===== src/rtl/countdown_timer.sv =====
// Loadable down-counter with IDLE/RUN/HOLD control: loads a preset on start, decrements
// once per tick, pulses done on expiry and optionally auto-reloads the preset.
module countdown_timer #(
  parameter int WIDTH = 6
) (
  input  logic             clk,
  input  logic             reset,
  input  logic             tick,
  input  logic [WIDTH-1:0] data,
  input  logic             start,
  input  logic             pause,
  input  logic             reload,
  output logic [WIDTH-1:0] count,
  output logic             busy,
  output logic             done,
  output logic             zero
);

  typedef enum logic [1:0] {
    IDLE = 2'd0,
    RUN  = 2'd1,
    HOLD = 2'd2
  } state_t;

  localparam logic [WIDTH-1:0] ONE = {{(WIDTH-1){1'b0}}, 1'b1};

  state_t           state;
  logic [WIDTH-1:0] preset_q;

  assign zero = (count == '0);

  always_ff @(posedge clk) begin
    if (reset) begin
      state    <= IDLE;
      count    <= '0;
      preset_q <= '0;
      busy     <= 1'b0;
      done     <= 1'b0;
    end else begin
      done <= 1'b0;
      // start overrides everything in every state; a zero preset expires at once
      if (start) begin
        count    <= data;
        preset_q <= data;
        if (data == '0) begin
          done  <= 1'b1;
          state <= IDLE;
          busy  <= 1'b0;
        end else begin
          state <= RUN;
          busy  <= 1'b1;
        end
      end else begin
        case (state)
          IDLE: begin
            busy <= 1'b0;
          end
          RUN: begin
            if (pause) begin
              state <= HOLD;
            end else if (tick && count > ONE) begin
              count <= count - ONE;
            end else if (tick && count == ONE) begin
              done <= 1'b1;
              if (reload && preset_q != '0) begin
                count <= preset_q;
              end else begin
                count <= '0;
                state <= IDLE;
                busy  <= 1'b0;
              end
            end
          end
          HOLD: begin
            if (!pause) state <= RUN;
          end
          default: begin
            state <= IDLE;
            busy  <= 1'b0;
          end
        endcase
      end
    end
  end

endmodule


===== config.mk =====
export PLATFORM = sky130hd
export DESIGN_NAME = countdown_timer
export DESIGN_NICKNAME = d
export VERILOG_FILES = /design/src/rtl/countdown_timer.sv
export SDC_FILE = /design/constraint.sdc
export NUM_CORES = 1
export LEC_CHECK = 0
export ABC_AREA = 1
export CAP_MARGIN = 20
export CORE_MARGIN = 3
export CORE_UTILIZATION = 46
export DETAILED_ROUTE_END_ITERATION = 7
export GPL_ROUTABILITY_DRIVEN = 0
export PLACE_DENSITY = 0.81
export SKIP_LAST_GASP = 1
export SYNTH_ARGS = -nofsm -noshare
export SYNTH_HDL_FRONTEND = slang
export SYNTH_SLANG_ARGS = --single-unit

===== constraint.sdc =====
create_clock -name clk -period 1.31 [get_ports clk]
set_input_delay 0.3275 -clock clk [delete_from_list [all_inputs] [get_ports clk]]
set_output_delay 0.3275 -clock clk [all_outputs]
set_load 0.02 [all_outputs]

# Word-level counts from Yosys, hierarchy flattened
# Cells that the tools add are included.
# totals
regBits	16
latchBits	0
mem_bits_rw	0
romBits	0
input_bits	12
out_inout_bits	9
n_memories	0
# op_classes
add_sub_neg	1
mul	0
div	0
magnitude_cmp	1
eq_ne	14
n_shift	0
n_mux	27
n_bitwise	0
n_reduce_logical	12
# ops
cell	n
$mux W6	6
$ne A3 B3 Y1 const B	5
$mux W1	13
$logic_not A6 Y1	2
$mux W2	6
$ne A4 B4 Y1 const B	3
$reduce_and A5 Y1	2
$eq A6 B1 Y1 const B	1
$gt A6 B1 Y1 const B	1
$ne A2 B2 Y1 const B	3
$pmux W2 S3	1
$reduce_bool A6 Y1	1
$sub A6 B1 Y6 const B	1
$logic_and A1 B1 Y1	3
$reduce_and A3 Y1	1
$reduce_bool A3 Y1	1
$eq A2 B1 Y1 const B	1
$eq A2 B2 Y1 const B	1
$logic_not A2 Y1	1
$pmux W1 S2	1
$reduce_bool A2 Y1	1

# Logic depth before layout (Yosys ltp)
# Gate-level depths: netlist of run 1.
# depth
ltp_word	8
ltp_mapped	10

# Worst setup path before layout of run 1
# No wires, ideal clock.
# synth_path
path_kind	flip-flop to flip-flop
from	reg count[0]
to	reg count[0]
setup_ns	0.115
arrival_time_ns	1.504
required_ns	1.195
setup_slack_ns	-0.309
stages_incl_launch_ff	11
n_path_buf	0
synth_period_minus_slack_ns	1.619
path_cell_list	dfxtp_1 > inv_1 > ha_1 > nand2_2 > nor2_4 > a21oi_4 > nand2_4 > nand2_2 > nand2_1 > nor2_1 > nor2_1
# synth_between
elab_chain_cells	6
# synth_rtl
element	line	rtl
start, declared	13	output logic [WIDTH-1:0] count,
start signal, assigned	43	count <= data;
start signal, assigned	62	count <= count - ONE;
start signal, assigned	66	count <= preset_q;
$gt A6 B1 Y1	61	end else if (tick && count > ONE) begin
$logic_and A1 B1 Y1	61	
$mux W6	61	
$mux W6	59	if (pause) begin
$mux W6	54	case (state)
$mux W6	42	if (start) begin
# Several ways; a longest one is shown, not always the timed one. The select of a mux whose other input is x is not followed.
# A chain may end at the register's enable or synchronous reset.

# Worst setup path in the final report of run 1
# Same ends and word-level chain as after synthesis.

==> impl_metrics.py, run 1 <==
metrics = {
    "sta": {
        "fin_crit_sh_pct": 116.3,
        "timing.slew.headroom_pct": 86.51,
        "layout_min_cycle_time_ns": 1.524,
        "clock.fmax_ghz": 0.6561,
        "skew_ns": 0.002980,
        "tightestPinTransition_ns": 0.2017,
        "final_max_slew_viol_count": 0,
        "hold_viol": 0,
        "setup_viol": 10,
        "rsz0062_at_grt": "true",
        "setup-tns-final_ns": -1.418,
        "setup_ws_ns": -0.2141,
    },
    "floorplanning": {
        "die-area_mm2": 0.002952,
        "die_y_um": 54.34,
        "ios": 21,
        "fp.dieW_um": 54.34,
        "start_util_pct": 51.62,
        "num_rows": 16,
        "core_mm2": 0.002082,
    },
    "placed_design": {
        "dpl.hpwl_mm": 2.374,
        "dp_slack_ns": -0.3207,
        "postPlaceCellArea_mm2": 0.001510,
        "port_buffers": 20,
    },
    "route": {
        "drc": 0,
        "vias_per_cell": 5.338,
        "highest_layer": "met4",
        "vias": 1281,
        "wl_met3_um": 166,
        "avgRoutedWirePerCell_um": 13.67,
        "ant_nets": 0,
        "wl_met2_mm": 1.766,
        "met1_length_mm": 1.308,
        "drt-initial-drc-count": 46,
        "wirelength_mm": 3.280,
        "firstDrtPassIters": 4,
    },
    "global_route": {
        "first_global_vias": 1228,
        "antenna_found_initial": 0,
        "grt_max_degree": 14,
        "grt_util_all_layers_pct": 24.73,
        "grt_pass1_wl_mm": 5.368,
        "overflow": 0,
    },
    "synthesis": {
        "ys.flop_type": "dfxtp_1",
        "synthArstFlopShare_pct": 0,
        "avgSynthCellArea_um2": 6.436,
        "seq_area_frac_synth_pct": 29.80,
        "synth_largest_area_cell": "dfxtp_1",
        "synthesis.area_mm2": 0.001075,
        "yosys.area.top_type_share_pct": 29.80,
        "synth-edff-count": 0,
        "yosysWarnings": 0,
        "syn_nets": 184,
        "synth.area.top_cells": "dfxtp_1 (30%), nand2_1 (16%), nor2_1 (12%)",
        "synth_common_cells": "nand2_1 (47), nor2_1 (34), dfxtp_1 (16)",
        "ys_types": 23,
        "yosysMostFrequentCell": "nand2_1",
        "synth-seq-cells": 16,
        "syn_inst": 167,
    },
    "finish": {
        "stdcell_area_mm2": 0.001640,
        "nets": 231,
        "syn_to_final_growth_pct": 52.62,
        "antenna_cells": 0,
        "drive_gt1_share_pct": 34.27,
    },
    "setup_path": {
        "worstPathMaxFanout": 5,
        "critical_path_buf_inv_count": 2,
        "path_class": "reg2reg",
        "cp_slowest_stage_delay_ns": 0.37,
        "required_ns": 1.50,
        "cp_top_family": "simple AND/OR/NAND/NOR gates",
        "cpMaxStageDelayCell": "dfxtp_4",
        "cp-start-kind": "register",
        "critical_path_arrival_ns": 1.72,
        "crit_top_cell": "nand2_4",
        "cp-end-kind": "register",
        "crit_chain": "inv_4 > ha_4 > nand2_4 > nor2_4 > buf_6 > a21oi_4 > nand2_4 > nand2_4 > nand2_2 > nor2_2 > nor2_1",
    },
    "cts": {
        "clk_latency_ns": 0.29,
        "clockRootBuffer": "clkbuf_4",
        "numClockSinks": 16,
        "h-tree-depth": 1,
        "cts.path.max_buffers": 2,
        "cts_tree": "built",
        "clk_pin_slew_worst_paths_ns": 0.10,
        "cts_made_buffers": 3,
        "hold_buffers": 0,
    },
    "run_status": {
        "violations": "negative setup slack",
        "status": "finished, violations left",
    },
    "pwr": {
        "p_leak_nw": 0.7575,
        "peakVddDrop_mv": 0.6050,
        "finalPower_mw": 1.416,
        "power_density_mw_per_mm2": 863.1,
    },
    "job": {
        "drv_cap": 0,
    },
    "hold_path": {
        "hold_path.class": "reg2reg",
    },
}
==> stage by stage <==
step / utilization, % / cells / hold slack, ns
floorplan: - / 167 / 0.3966
global placement: 72.54 / 233 / 0.4461
detailed placement: 72.54 / 233 / 0.4587
CTS: 76.44 / 240 / 0.4724
global route: 78.79 / 240 / 0.5088
finish: 78.79 / 240 / 0.4744
==> sequential cells by signal, indices dropped and copies added, names as in the netlist <==
| signal | flops |
|---|---|
| count | 6 |
| preset_q | 6 |
| done | 1 |
| state | 2 |
| busy | 1 |
==> placed cells by master (no fill, tap or decap), drive strengths merged, types with 4 or more instances in the layout <==
master         instances
nand3                 18
o21ai                  4
nand2                 50
clkdlybuf4s50         10
clkbuf                 5
buf                   32
dfxtp                 16
nor2                  38
a21oi                 11
ha                     5
inv                   14
==> what timing repair did <==
action | in CTS | in global routing
gates resized for setup | 45 | 21
buffers inserted | 3 | 0
pin swaps | 11 | 8
endpoints found under the setup margin | 19 | 20
==> power by group <==
part           total, mW  switching (mW)  internal [mW]
sequential         0.538          0.0239          0.515
clock              0.338           0.169          0.169
combinational      0.539           0.288          0.251
==> layout make-up <==
| class | count | area [um^2] |
|---|---|---|
| fill | 139 | 441.7 |
| timing repair buffer | 45 | 390.4 |
| tap | 27 | 33.78 |
| sequential | 16 | 332.8 |
| inverter | 14 | 57.56 |
| multi-input combinational | 134 | 789.5 |
| clock buffer | 4 | 36.28 |
==> worst register-to-register path, stage by stage (launching register included) <==
cell and delay (ns):
dfxtp_4 0.37, inv_4 0.04, ha_4 0.16, nand2_4 0.07
nor2_4 0.04, buf_6 0.13, a21oi_4 0.18, nand2_4 0.11
nand2_4 0.10, nand2_2 0.05, nor2_2 0.12, nor2_1 0.05
==> kinds of logic after synthesis <==
family          count (synthesis)  share of synthesized area, %
buf+inv                        17                         6.287
xor+xnor                        3                         2.445
fa+ha+maj                       5                         5.821
simple gates                  110                         47.03
flops                          16                         29.80
compound gates                 16                         8.616
==> per-layer routing <==
metal	up-vias	global-route usage (%)
met5	-	0
met4	0	7.054
met3	7	3.270
met2	48	46.61
met1	598	28.60
li1	628	-
==> worst paths after layout <==
path            start        to  slack (ns)  cells past startpoint
min              busy      busy        0.47                      2
min reg2reg      busy      busy        0.47                      2
max          count[0]  count[0]       -0.21                     11
max reg2reg  count[0]  count[0]       -0.21                     11
(Power assumes the default switching activity.)
==> inputs of run 2 (changes only) <==
--- a/config.mk
+++ b/config.mk
@@ -10,7 +10,6 @@
 export CORE_MARGIN = 3
 export CORE_UTILIZATION = 46
 export DETAILED_ROUTE_END_ITERATION = 7
-export GPL_ROUTABILITY_DRIVEN = 0
 export PLACE_DENSITY = 0.81
 export SKIP_LAST_GASP = 1
 export SYNTH_ARGS = -nofsm -noshare
==> results of run 2 <==
Same layout as run 1: the final DEF is identical, and so are final timing and power.
